File: src/rtl/tub_scan_driver_pkg.sv
// Shared definitions for the 8-digit, two-group 7-segment scan driver.
//   DIGITS       number of multiplexed digits
//   GROUP_SPLIT  first digit index driven on the left-group bus
//   IDX_W        width of a digit index
//   IDX_FIRST    index of the leftmost digit, scanned first in every frame
//   seg_t        one segment code, active-high, bit 7 = dp
//   sel_onehot   digit index to one-hot select pattern
package tub_scan_driver_pkg;

   localparam int DIGITS      = 8;
   localparam int GROUP_SPLIT = 4;
   localparam int IDX_W       = $clog2(DIGITS);

   localparam logic [IDX_W-1:0] IDX_FIRST = IDX_W'(DIGITS - 1);

   typedef logic [7:0] seg_t;

   function automatic seg_t sel_onehot(input logic [IDX_W-1:0] idx);
      return seg_t'(1) << idx;
   endfunction

endpackage

File: src/rtl/tub_slot_timer.sv
// Slot timer for the scan driver: slot counter, digit index and snapshot strobe.
//   sys_clk  system clock, rising edge
//   rst_n    asynchronous active-low reset
//   en_i     display enable; while low the counter parks at 0 and the index at 7
//   cnt_o    position inside the current digit slot, 0..SCAN_DIV-1
//   idx_o    digit currently owning the slot, 7 down to 0
//   snap_o   combinational: this cycle starts a frame (slot 0 of digit 7, enabled)
module tub_slot_timer
   import tub_scan_driver_pkg::*;
#(
   parameter int SCAN_DIV = 100000,
   parameter int CNT_W    = $clog2(SCAN_DIV)
) (
   input  logic             sys_clk,
   input  logic             rst_n,
   input  logic             en_i,
   output logic [CNT_W-1:0] cnt_o,
   output logic [IDX_W-1:0] idx_o,
   output logic             snap_o
);

   localparam logic [CNT_W-1:0] CNT_LAST = CNT_W'(SCAN_DIV - 1);

   logic [CNT_W-1:0] cnt_q, cnt_d;
   logic [IDX_W-1:0] idx_q, idx_d;

   always_comb begin
      cnt_d = cnt_q;
      idx_d = idx_q;
      if (!en_i) begin
         cnt_d = '0;
         idx_d = IDX_FIRST;
      end else if (cnt_q == CNT_LAST) begin
         cnt_d = '0;
         idx_d = (idx_q == '0) ? IDX_FIRST : idx_q - IDX_W'(1);
      end else begin
         cnt_d = cnt_q + CNT_W'(1);
      end
   end

   always_ff @(posedge sys_clk or negedge rst_n) begin
      if (!rst_n) begin
         cnt_q <= '0;
         idx_q <= IDX_FIRST;
      end else begin
         cnt_q <= cnt_d;
         idx_q <= idx_d;
      end
   end

   // Parking at (0, 7) while disabled makes the enable-rise snapshot fall out
   // of the same condition as the regular frame boundary.
   assign snap_o = en_i && (cnt_q == '0) && (idx_q == IDX_FIRST);
   assign cnt_o  = cnt_q;
   assign idx_o  = idx_q;

endmodule

File: src/rtl/tub_scan_driver.sv
// Time-multiplexed driver for the 8-digit, two-group 7-segment display.
// Latches a frame-coherent snapshot of the digit codes, blinks selected
// digits, limits the lit window per slot for brightness and keeps an all-off
// dead time at the start of every slot. All outputs are registered.
//   sys_clk      system clock, rising edge
//   rst_n        asynchronous active-low reset
//   data7..0     segment codes, data7 = leftmost digit
//   en           display enable
//   blink_mask   bit i set: digit i blinks
//   bright       lit for (bright+1)/4 of the slot
//   tub_sel      one-hot digit select, active-high
//   tub_data1    segments for digits 7..4
//   tub_data2    segments for digits 3..0
//   frame_start  one-cycle pulse following each snapshot
module tub_scan_driver
   import tub_scan_driver_pkg::*;
#(
   parameter int SCAN_DIV     = 100000,
   parameter int DEAD_CYC     = 2000,
   parameter int BLINK_FRAMES = 63
) (
   input  logic       sys_clk,
   input  logic       rst_n,
   input  logic [7:0] data7,
   input  logic [7:0] data6,
   input  logic [7:0] data5,
   input  logic [7:0] data4,
   input  logic [7:0] data3,
   input  logic [7:0] data2,
   input  logic [7:0] data1,
   input  logic [7:0] data0,
   input  logic       en,
   input  logic [7:0] blink_mask,
   input  logic [1:0] bright,
   output logic [7:0] tub_sel,
   output logic [7:0] tub_data1,
   output logic [7:0] tub_data2,
   output logic       frame_start
);

   localparam int CNT_W = $clog2(SCAN_DIV);
   localparam int WIN_W = CNT_W + 2;
   localparam int BLK_W = (BLINK_FRAMES > 1) ? $clog2(BLINK_FRAMES) : 1;

   localparam logic [WIN_W-1:0] WIN_DEAD    = WIN_W'(DEAD_CYC);
   localparam logic [WIN_W-1:0] WIN_QUARTER = WIN_W'(SCAN_DIV / 4);
   localparam logic [WIN_W-1:0] WIN_SLOT    = WIN_W'(SCAN_DIV);
   localparam logic [BLK_W-1:0] BLK_LAST    = BLK_W'(BLINK_FRAMES - 1);

   logic [CNT_W-1:0] cnt;
   logic [IDX_W-1:0] idx;
   logic             snap;

   tub_slot_timer #(
      .SCAN_DIV (SCAN_DIV),
      .CNT_W    (CNT_W)
   ) u_slot_timer (
      .sys_clk (sys_clk),
      .rst_n   (rst_n),
      .en_i    (en),
      .cnt_o   (cnt),
      .idx_o   (idx),
      .snap_o  (snap)
   );

   seg_t [DIGITS-1:0] data_in;
   assign data_in = {data7, data6, data5, data4, data3, data2, data1, data0};

   seg_t [DIGITS-1:0] shadow_q, shadow_d;
   logic [DIGITS-1:0] blink_q, blink_d;
   logic [1:0]        bright_q, bright_d;
   logic [BLK_W-1:0]  bcnt_q, bcnt_d;
   logic              phase_q, phase_d;
   logic              phase_s_q, phase_s_d;

   logic [WIN_W-1:0]  win_hi;
   logic [WIN_W-1:0]  win_cnt;
   logic              lit;

   seg_t              tub_sel_q, tub_sel_d;
   seg_t              tub_data1_q, tub_data1_d;
   seg_t              tub_data2_q, tub_data2_d;
   logic              frame_start_q, frame_start_d;

   // Snapshot and blink bookkeeping. The *_d values double as the frame's
   // effective settings, so the snapshot cycle itself already sees fresh data.
   // phase_s freezes the phase as it stood when the frame began, so a toggle
   // only becomes visible from the following frame on.
   always_comb begin
      shadow_d  = shadow_q;
      blink_d   = blink_q;
      bright_d  = bright_q;
      bcnt_d    = bcnt_q;
      phase_d   = phase_q;
      phase_s_d = phase_s_q;
      if (snap) begin
         shadow_d  = data_in;
         blink_d   = blink_mask;
         bright_d  = bright;
         phase_s_d = phase_q;
         if (bcnt_q == BLK_LAST) begin
            bcnt_d  = '0;
            phase_d = ~phase_q;
         end else begin
            bcnt_d  = bcnt_q + BLK_W'(1);
         end
      end
   end

   // Lit window, evaluated two bits wider than the counter so the upper
   // bound cannot wrap before it is clamped to the slot length.
   always_comb begin
      win_hi  = WIN_DEAD + WIN_W'({1'b0, bright_d} + 3'd1) * WIN_QUARTER;
      if (win_hi > WIN_SLOT) begin
         win_hi = WIN_SLOT;
      end
      win_cnt = WIN_W'(cnt);
      lit     = (win_cnt >= WIN_DEAD) && (win_cnt < win_hi) &&
                !(blink_d[idx] && !phase_s_d);
   end

   // Select and data are registered together, so a select never sees its
   // data bus change underneath it.
   always_comb begin
      tub_sel_d     = '0;
      tub_data1_d   = '0;
      tub_data2_d   = '0;
      frame_start_d = snap;
      if (en && lit) begin
         tub_sel_d = sel_onehot(idx);
         if (idx >= IDX_W'(GROUP_SPLIT)) begin
            tub_data1_d = shadow_d[idx];
         end else begin
            tub_data2_d = shadow_d[idx];
         end
      end
   end

   always_ff @(posedge sys_clk or negedge rst_n) begin
      if (!rst_n) begin
         shadow_q      <= '0;
         blink_q       <= '0;
         bright_q      <= '0;
         bcnt_q        <= '0;
         phase_q       <= 1'b1;
         phase_s_q     <= 1'b1;
         tub_sel_q     <= '0;
         tub_data1_q   <= '0;
         tub_data2_q   <= '0;
         frame_start_q <= 1'b0;
      end else begin
         shadow_q      <= shadow_d;
         blink_q       <= blink_d;
         bright_q      <= bright_d;
         bcnt_q        <= bcnt_d;
         phase_q       <= phase_d;
         phase_s_q     <= phase_s_d;
         tub_sel_q     <= tub_sel_d;
         tub_data1_q   <= tub_data1_d;
         tub_data2_q   <= tub_data2_d;
         frame_start_q <= frame_start_d;
      end
   end

   assign tub_sel     = tub_sel_q;
   assign tub_data1   = tub_data1_q;
   assign tub_data2   = tub_data2_q;
   assign frame_start = frame_start_q;

endmodule

File: config.mk
export PLATFORM = sky130hd
export DESIGN_NAME = tub_scan_driver
export DESIGN_NICKNAME = d
export VERILOG_FILES = /design/src/rtl/tub_scan_driver_pkg.sv /design/src/rtl/tub_slot_timer.sv /design/src/rtl/tub_scan_driver.sv
export SDC_FILE = /design/constraint.sdc
export NUM_CORES = 1
export LEC_CHECK = 0
export BUFFER_PORTS_ARGS = -buffer_cell sky130_fd_sc_hd__buf_2
export CAP_MARGIN = 20
export CORE_MARGIN = 1
export CORE_UTILIZATION = 46
export CTS_BUF_LIST = sky130_fd_sc_hd__clkbuf_16
export CTS_CLUSTER_DIAMETER = 100
export DETAILED_ROUTE_END_ITERATION = 7
export PLACE_DENSITY_LB_ADDON = 0.2
export SYNTH_ARGS = -nofsm -noshare
export SYNTH_HDL_FRONTEND = slang
export SYNTH_SLANG_ARGS = --single-unit
File: constraint.sdc
create_clock -name sys_clk -period 4.8 [get_ports sys_clk]
set_input_delay 0.48 -clock sys_clk [delete_from_list [all_inputs] [get_ports sys_clk]]
set_output_delay 0.48 -clock sys_clk [all_outputs]
set_load 0.05 [all_outputs]
; ---- Word-level counts from Yosys, hierarchy flattened
; Cells that the tools add are included.
; W data, S select, Z words.
[word_totals]
register_bits = 127
output_inout_bits = 25
inputBits = 77
[op_classes]
n_reduce_logical = 11
muxes = 20
magnitude_cmp = 5
multipliers = 1
n_addsub = 5
eq_ne = 4
shift = 1
bitwise = 1
[op_table]
columns = cell, count
row1 = $mux W64, 1
row2 = $mux W8, 7
row3 = $mux W17, 2
row4 = $bmux W8 S3, 1
row5 = $add A11 B18 Y19 const A, 1
row6 = $gt A19 B17 Y1 const B, 1
row7 = $lt A17 B19 Y1, 1
row8 = $mux W19, 1
row9 = $add A17 B1 Y17 const B, 1
row10 = $eq A17 B17 Y1 const B, 1
row11 = $ge A17 B11 Y1 const B, 1
row12 = $logic_not A17 Y1, 1
row13 = $mul A3 B12 Y15 const B, 1
row14 = $mux W3, 3
row15 = $shl A1 B3 Y8 const A, 1
row16 = $add A6 B1 Y6 const B, 1
row17 = $eq A6 B6 Y1 const B, 1
row18 = $logic_and A1 B1 Y1, 6
row19 = $mux W6, 1
row20 = $lt A3 B4 Y1 const B, 1
row21 = $add A2 B1 Y3 const B, 1
row22 = $bmux W1 S3, 1
row23 = $eq A3 B3 Y1 const B, 1
row24 = $ge A3 B3 Y1 const B, 1
row25 = other kinds (8), 10

; ---- Longest topological paths before layout
; Gate-level depths: netlist (run 1).
[logic_depth]
depth_word = 14
depth_mapped = 22
ltp_nobuf = 17

; ---- Hierarchy
; Synthesis (run 1) repeated with hierarchy kept, for this count alone.
[hier_totals]
hier_cells = 459
area_unflattened_um2 = 5801.8
[modules_own_cells]
columns = module, area_per_inst_um2, cells_each, seq_area_each_um2, instances
row1 = tub_scan_driver, 4702.0, 347, 2680.1, 1
row2 = tub_slot_timer, 1099.8, 112, 504.2, 1

; ---- Least setup slack after synthesis (run 1)
; No wires, ideal clock.
[synth_path]
path_type = register -> register
start = register u_slot_timer.cnt_q[0], in the netlist u_slot_timer.cnt_o[0]
end = register tub_sel_q[0], in the netlist tub_sel[0]
n_path_buf = 5
slack_ns = 0.651
setup_time_ns = 0.142
t_arrival_ns = 4.007
required_time_ns = 4.658
path_stages_with_launch = 23
path_cell_list = dfrtp_1 inv_1 ha_1 and4bb_2 nand4_2 or2_1 buf_6 buf_4 clkbuf_1 buf_2 nand2_1 nand2_1 ha_1 nand2_1 nor2_1 nand2_1 ha_1 nand4_1 a2111o_1 a31o_2 nand2_1 clkbuf_1 nor3_1
[synth_via]
elab_chain_cells = 14
elab_cells_between_ends = 22
[synth_lines]
columns = element, line_no
row1 = start: declaration, tub_slot_timer.sv:24  ; logic [CNT_W-1:0] cnt_q, cnt_d;
row2 = start signal: assignment, tub_slot_timer.sv:46  ; cnt_q <= cnt_d;
row3 = $logic_not A17 Y1 (*), tub_slot_timer.sv:53  ; assign snap_o = en_i && (cnt_q == '0) && (idx_q == IDX_FIRST);
row4 = $logic_and A1 B1 Y1 (*) (2 in series), tub_slot_timer.sv:53
row5 = $mux W2 (*), tub_scan_driver.sv:96  ; if (snap) begin
row6 = via bright_d[0], tub_scan_driver.sv:71  ; logic [1:0] bright_q, bright_d;
row7 = $add A2 B1 Y3 (*), tub_scan_driver.sv:113  ; win_hi = WIN_DEAD + WIN_W'({1'b0, bright_d} + 3'd1) * WIN_QUARTER;
row8 = $mul A3 B12 Y15 (*), tub_scan_driver.sv:113
row9 = $add A11 B18 Y19 (*), tub_scan_driver.sv:113
row10 = $gt A19 B17 Y1, tub_scan_driver.sv:114  ; if (win_hi > WIN_SLOT) begin
row11 = $mux W19 (*), tub_scan_driver.sv:114
row12 = $lt A17 B19 Y1 (*), tub_scan_driver.sv:118  ; lit = (win_cnt >= WIN_DEAD) && (win_cnt < win_hi) &&
row13 = $logic_and A1 B1 Y1 (*) (2 in series), tub_scan_driver.sv:118
row14 = $logic_and A1 B1 Y1 (*), tub_scan_driver.sv:129  ; if (en && lit) begin
row15 = $mux W8 (*), tub_scan_driver.sv:129
row16 = via tub_sel_d[0], tub_scan_driver.sv:80  ; seg_t tub_sel_q, tub_sel_d;
row17 = end signal: assignment, tub_scan_driver.sv:158  ; tub_sel_q <= tub_sel_d;
row18 = end: declaration, tub_scan_driver.sv:80
; Mark *: on every way through the listed nets, which the timed path passes. The rest lies on a longest branch. The select of a mux whose other input is x is not followed.
; A chain may end at the register's enable or synchronous reset.

; ---- Worst setup path in the final report (run 1)
[layout_path]
start = register u_slot_timer.cnt_q[10], in the netlist u_slot_timer.cnt_o[10]
end = register tub_data1_q[6], in the netlist tub_data1[6]
[layout_via]
elab_chain_cells = 14
elab_cells_between_ends = 26
[layout_lines]
columns = element, line_no
row1 = $logic_not A17 Y1 (*), tub_slot_timer.sv:53
row2 = $logic_and A1 B1 Y1 (*) (2 in series), tub_slot_timer.sv:53
row3 = $mux W2 (*), tub_scan_driver.sv:96
row4 = via bright_d[1], tub_scan_driver.sv:71
row5 = $add A2 B1 Y3 (*), tub_scan_driver.sv:113
row6 = $mul A3 B12 Y15 (*), tub_scan_driver.sv:113
row7 = $add A11 B18 Y19 (*), tub_scan_driver.sv:113
row8 = $gt A19 B17 Y1, tub_scan_driver.sv:114
row9 = $mux W19 (*), tub_scan_driver.sv:114
row10 = $lt A17 B19 Y1 (*), tub_scan_driver.sv:118
row11 = $logic_and A1 B1 Y1 (*) (2 in series), tub_scan_driver.sv:118
row12 = $logic_and A1 B1 Y1 (*), tub_scan_driver.sv:129
row13 = $mux W8 (*), tub_scan_driver.sv:129
row14 = via tub_data1_d[6], tub_scan_driver.sv:81  ; seg_t tub_data1_q, tub_data1_d;
row15 = end signal: assignment, tub_scan_driver.sv:159  ; tub_data1_q <= tub_data1_d;
row16 = end: declaration, tub_scan_driver.sv:81
; Marked as above.

==> out/qor.csv, run 1 <==
metric;value;unit
commonest cells in the netlist;nand2_1, dfrtp_1, mux4_2, nor2_1, ha_1;
Power, Total;0.00324;W
syn nets;764;
Critical Path RT;5.11;ns
RSZ-0062 raised after global routing;false;
Power Density;414;mW/mm2
Hold Buf Count CTS;0;
Hold WC Path Type;input pin to async pin;
first-pass GRT wire length;25.5;mm
LEAKAGE;3.94;nW
crit-path leading delay family;simple AND/OR/NAND/NOR gates;
starting density of the core;47.2;%
GR Util All Layers;23.3;%
Tcrit/Tclk final;90.7;%
CTS tree;built;
clock latency at the later pin of the worst-skew pair;0.42;ns
pin count of the biggest net entering global routing;78;
Max stage delay cell, worst path;nand4_1;
asr flop ratio synth;100;%
Cell variety after synth;49;
Post-synth EDFFs;0;
CTS max path bufs;2;
DR vias/cell;5.26;
fin crit period;4.35;ns
maxcap violations;0;
Worst slew margin;26.6;%
vias in the first global route;5045;
#FFs+latches synth;127;
dpl hpwl;10.7;mm
Final setup viols;0;
sequential share of the synthesized area;48.6;%
area of the multi-input gates;0.00318;mm2
final wirelength;15.7;mm
ANT cells;0;
kind of critical path;register to register;
CP peak stage delay;0.71;ns
Yosys top cell area share;46.6;%
Starting DRT DRC Count;333;
Die ar.;0.0147;mm2
core area;0.0139;mm2
# DRC;0;
Clk pin slew, worst setup/hold paths;0.06;ns
Setup crit start kind;register;
post-synth top area cell;dfrtp_1;
Cells after Synth;660;
Routed Antenna Nets;0;
Wirelength per Cell;16.5;um
Hold Slack;0.0926;ns
Synth warnings;0;
Synth area leaders;dfrtp_1, nand2_1, mux4_2, ha_1, dfstp_2;
crit end category;register;
Post-Syn Area;0.00656;mm2
CP Cell Sequence;nor4_1 -> nand3_1 -> nor2_4 -> mux2i_1 -> buf_4 -> inv_1 -> ha_1 -> nand2_1 -> nor2_1 -> nand2_1 -> ha_1 -> a21oi_1 -> o21ai_0 -> a41oi_1 -> nand4_1 -> a21oi_1;
Chip Width;121;um
data arrival time of the critical path;4.66;ns
Final WS setup;0.449;ns
FP Rows;43;
nets;861;
Most used DFF post-synth;dfrtp_1;
chip height;121;um
dpl ws;0.498;ns
grt ovf;0;
Reg area;0.00318;mm2
via count;4994;
CTS Buf Count;17;
worst vdd ir;318;uV
WP buf/inv;2;
Avg Cell Area, Syn;9.93;um2
Max Clock Skew;0.00673;ns
TritonRoute pass-1 iters;5;
Final GP Congestion;0.883;
P&R area growth vs syn;19.4;%
depth of the CTS H-tree;4;
CTS Sinks;127;
post-route setup TNS;0;ns
postcts setup bufs;0;
worst-margin pin slew;1.10;ns
PostCTS Resize Cnt;0;
status;finished, final reports clean;
initial antenna violation count;1;
Slew Viols, Final;0;
PortBufs;101;
CTS root buf;clkbuf_16;
# IOs;102;
most common cell in the netlist;nand2_1;
Peak Freq;0.230;GHz
filler instances;1230;
Critical Path Fanout Max;12;
count of final hold-check violations;0;
layout cells sized above 1;25.3;%
-- path summary, 6_finish.rpt --
check | startpoint | endpoint | slack [ns] | cells past startpoint
max | u_slot_timer.cnt_o[10] | tub_data1[6] | 0.45 | 16
min | rst_n | u_slot_timer.cnt_o[0] | 0.09 | 1
max reg2reg | u_slot_timer.cnt_o[10] | tub_data1[6] | 0.45 | 16
min reg2reg | shadow_q[48] | shadow_q[48] | 0.46 | 2
max in group asynchronous | rst_n | tub_sel[7] | 3.59 | 2
min in group sys_clk | data3[6] | shadow_q[30] | 0.27 | 3
-- routing by layer --
metal	vias up	share of wire, %	wire length, um	track usage [%]
met5	-	0	0	0
met3	20	4.3	680	6.30
met2	95	51	8010	39.0
met4	0	1.7	270	9.10
li1	2414	-	-	-
met1	2465	43	6740	28.5
-- flip-flops by register name (all words and copies together) (netlist names), 3 cells and up --
signal / count
tub_sel: 8
u_slot_timer.cnt_o: 17
u_slot_timer.idx_o: 3
tub_data1: 8
shadow_q: 64
tub_data2: 8
bcnt_q: 6
blink_q: 8
-- area by class of cell --
type | count | area share [%]
inverter | 15 | 0.719
tap | 180 | 2.88
clock buffer | 17 | 5.44
multi-input combinational | 486 | 40.7
timing repair buffer | 110 | 7.32
sequential | 127 | 40.7
clock inverter | 15 | 2.29
-- stage by stage --
step | area [um2] | util [%] | std cells
final | 7830 | 56.4 | 950
after global routing | 7830 | 56.4 | 950
after CTS | 7820 | 56.3 | 949
after detailed placement | 7220 | 52.0 | 917
after global placement | 7220 | 52.0 | 917
after floorplan | 6560 | - | 660
-- cell usage in the layout (no fill, tap or decap), drive strengths merged, types with 2 or more instances in the layout --
| master | synthesis | routed |
|---|---|---|
| nand2 | 262 | 262 |
| dfrtp | 122 | 122 |
| buf | 12 | 110 |
| mux4 | 34 | 34 |
| nor2 | 34 | 34 |
| ha | 27 | 27 |
| nor3 | 19 | 19 |
| inv | 15 | 18 |
| clkbuf | 20 | 17 |
| nand3 | 14 | 14 |
| o21ai | 14 | 14 |
| a21oi | 14 | 14 |
| mux2i | 11 | 11 |
| xor2 | 10 | 10 |
| nand4 | 8 | 8 |
| xnor2 | 6 | 6 |
| clkinv | 0 | 6 |
| dfstp | 5 | 5 |
| bufinv | 0 | 4 |
| nor4 | 3 | 3 |
| and3 | 2 | 2 |
| nand3b | 2 | 2 |
| or3 | 2 | 2 |
| o21a | 2 | 2 |
| nor2b | 2 | 2 |
| o31ai | 2 | 2 |
| clkinvlp | 0 | 2 |
| a2111oi | 2 | 2 |
-- logic make-up (layout without fill, tap and decap cells) --
logic type | Yosys count | count (layout) | share of synthesized area (%)
fa+ha+maj | 27 | 27 | 5.15
flops | 127 | 127 | 48.6
simple gates | 353 | 353 | 22.8
mux | 46 | 46 | 13.5
buf+inv | 47 | 157 | 3.19
xor+xnor | 16 | 16 | 2.14
compound gates | 44 | 44 | 4.64
-- report_power, final --
| group | total, W | switching (W) | internal (W) |
|---|---|---|---|
| logic | 0.000563 | 0.000307 | 0.000255 |
| clock network | 0.00132 | 0.000464 | 0.000856 |
| registers | 0.00136 | 0.000102 | 0.00125 |
(Power assumes the default switching activity.)
==> run 2, diff against run 1 <==
Settings changed: CTS_BUF_LIST sky130_fd_sc_hd__clkbuf_16 to sky130_fd_sc_hd__clkbuf_4.
==> run 2 against run 1 <==
Net effect: largest cell class unchanged; clock skew is 0.0061 ns higher; maximum frequency is 0.13% lower; largest power group unchanged; critical path type unchanged; via count is 0.36% lower.
==> out/qor.csv, run 2 (same netlist as run 1, synthesis figures left out) <==
metric;value;unit;change
LEAKAGE;3.82;nW;-3.3%
depth of the CTS H-tree;4;;unchanged
vias in the first global route;5018;;-0.54%
Chip Width;121;um;unchanged
P&R area growth vs syn;15.2;%;
chip height;121;um;unchanged
pin count of the biggest net entering global routing;78;;unchanged
Starting DRT DRC Count;312;;-6.3%
commonest non-fill, non-tap cell in the layout;nand2_1;;
DR vias/cell;5.23;;-0.57%
maxcap violations;0;;unchanged
dpl hpwl;10.7;mm;unchanged
fin crit period;4.36;ns;+0.00572 ns
Seq pwr share;49.5;%;+7.6 points
crit end category;register;;
clock power share;29.9;%;-11 points
PortBufs;101;;unchanged
post-layout util;54.4;%;-2.0 points
Max stage delay cell, worst path;nand4_1;;
status;finished, final reports clean;;
Final GP Congestion;0.883;;unchanged
combinational share of power;20.5;%;+3.1 points
crit-path leading delay family;simple AND/OR/NAND/NOR gates;;
count of final hold-check violations;0;;unchanged
PostCTS Resize Cnt;0;;unchanged
commonest non-fill, non-tap cells in the layout;nand2_1, dfrtp_1, buf_2;;
CTS Buf Count;17;;unchanged
GR Util All Layers;22.9;%;-0.37 points
TritonRoute pass-1 iters;5;;unchanged
Max Clock Skew;0.0129;ns;+0.00615 ns
CP Cell Sequence;nor4_1 -> nand3_1 -> nor2_4 -> mux2i_1 -> buf_4 -> inv_1 -> ha_1 -> nand2_1 -> nor2_1 -> nand2_1 -> ha_1 -> a21oi_1 -> o21ai_0 -> a41oi_1 -> nand4_1 -> a21oi_1;;
Hold WC Path Type;input pin to register;;
final wirelength;15.3;mm;-2.4%
FP Rows;43;;unchanged
CTS max path bufs;2;;unchanged
CP peak stage delay;0.69;ns;-0.02 ns
Tcrit/Tclk final;90.8;%;+0.12 points
via count;4976;;-0.36%
Critical Path RT;5.23;ns;+0.12 ns
CTS tree;built;;
worst-margin pin slew;1.06;ns;-0.0403 ns
nets;862;;+0.12%
Final setup viols;0;;unchanged
worst vdd ir;240;uV;-24%
core area;0.0139;mm2;unchanged
Clk pin slew, worst setup/hold paths;0.11;ns;+0.05 ns
Routed Antenna Nets;0;;unchanged
Worst slew margin;29.3;%;+2.7 points
switching power;0.000795;W;-9.0%
internal power;0.00193;W;-18%
Peak Freq;0.230;GHz;-0.13%
first-pass GRT wire length;25.3;mm;-1.0%
post-route setup TNS;0;ns;unchanged
WP buf/inv;2;;unchanged
Die ar.;0.0147;mm2;unchanged
data arrival time of the critical path;4.79;ns;+0.13 ns
# IOs;102;;unchanged
RSZ-0062 raised after global routing;false;;
Wirelength per Cell;16.1;um;-2.6%
kind of critical path;register to register;;
layout cells sized above 1;25.7;%;+0.36 points
sw frac;29.1;%;+2.2 points
Hold Slack;0.152;ns;+0.0592 ns
Slew Viols, Final;0;;unchanged
Setup crit start kind;register;;
CTS Sinks;127;;unchanged
Power Density;361;mW/mm2;-13%
starting density of the core;47.2;%;unchanged
# DRC;0;;unchanged
Reg with most FFs;shadow_q;;
clock latency at the later pin of the worst-skew pair;0.53;ns;+0.11 ns
Critical Path Fanout Max;12;;unchanged
CTS root buf;clkbuf_4;;
max reg flops;64;;unchanged
initial antenna violation count;2;;+1
grt ovf;0;;unchanged
run 2: per-stage QoR:
stage / instances / total power, W / setup WS (ns) / cell area, um2
floorplan: 660 / 0.00176 / 0.651 / 6560
global placement: 917 / 0.00191 / 0.635 / 7220
detailed placement: 917 / 0.00194 / 0.498 / 7220
CTS: 950 / 0.00276 / 0.445 / 7540
global route: 952 / 0.00291 / 0.102 / 7550
finish: 952 / 0.00273 / 0.443 / 7550
run 2: tightest hold or removal path: stages:
cell	delay, ns
buf_2	0.08
nand2_1	0.04
nand2_1	0.05
run 2: final timing paths:
path	startpoint	cells past startpoint	slack, ns	end
max	u_slot_timer.cnt_o[10]	16	0.44	tub_data1[6]
max reg2reg	u_slot_timer.cnt_o[10]	16	0.44	tub_data1[6]
min in group asynchronous	rst_n	2	0.51	u_slot_timer.cnt_o[0]
max in group asynchronous	rst_n	3	3.18	blink_q[4]
min reg2reg	phase_s_q	2	0.47	phase_s_q
min	data5[5]	3	0.15	shadow_q[45]
run 2: final cells by class:
cell class | instances | area (um2)
fill | 1265 | 6330
clock buffer | 20 | 150
sequential | 127 | 3180
antenna | 1 | 2.50
clock inverter | 12 | 168
tap | 180 | 225
multi-input combinational | 486 | 3180
timing repair buffer | 111 | 583
inverter | 15 | 56.3
run 2: power by group through the flow:
stage | logic (W) | clock network (W) | registers [W]
finish | 0.000560 | 0.000816 | 0.00135
global route | 0.000640 | 0.000894 | 0.00138
CTS | 0.000572 | 0.000841 | 0.00135
detailed placement | 0.000570 | 0 | 0.00137
global placement | 0.000547 | 0 | 0.00136
floorplan | 0.000416 | 0 | 0.00135
run 2: layer usage:
layer	vias up	GRT usage [%]	routed length, um
li1	2417	-	-
met1	2433	28.5	6490
met2	109	37.8	7730
met3	17	6.81	850
met4	0	8.10	256
met5	-	0	0
run 2: repair_timing:
| action | CTS | global route |
|---|---|---|
| hold buffers | 1 | 0 |
| setup buffers | 0 | 0 |
| hold endpoints to repair | 49 | 0 |
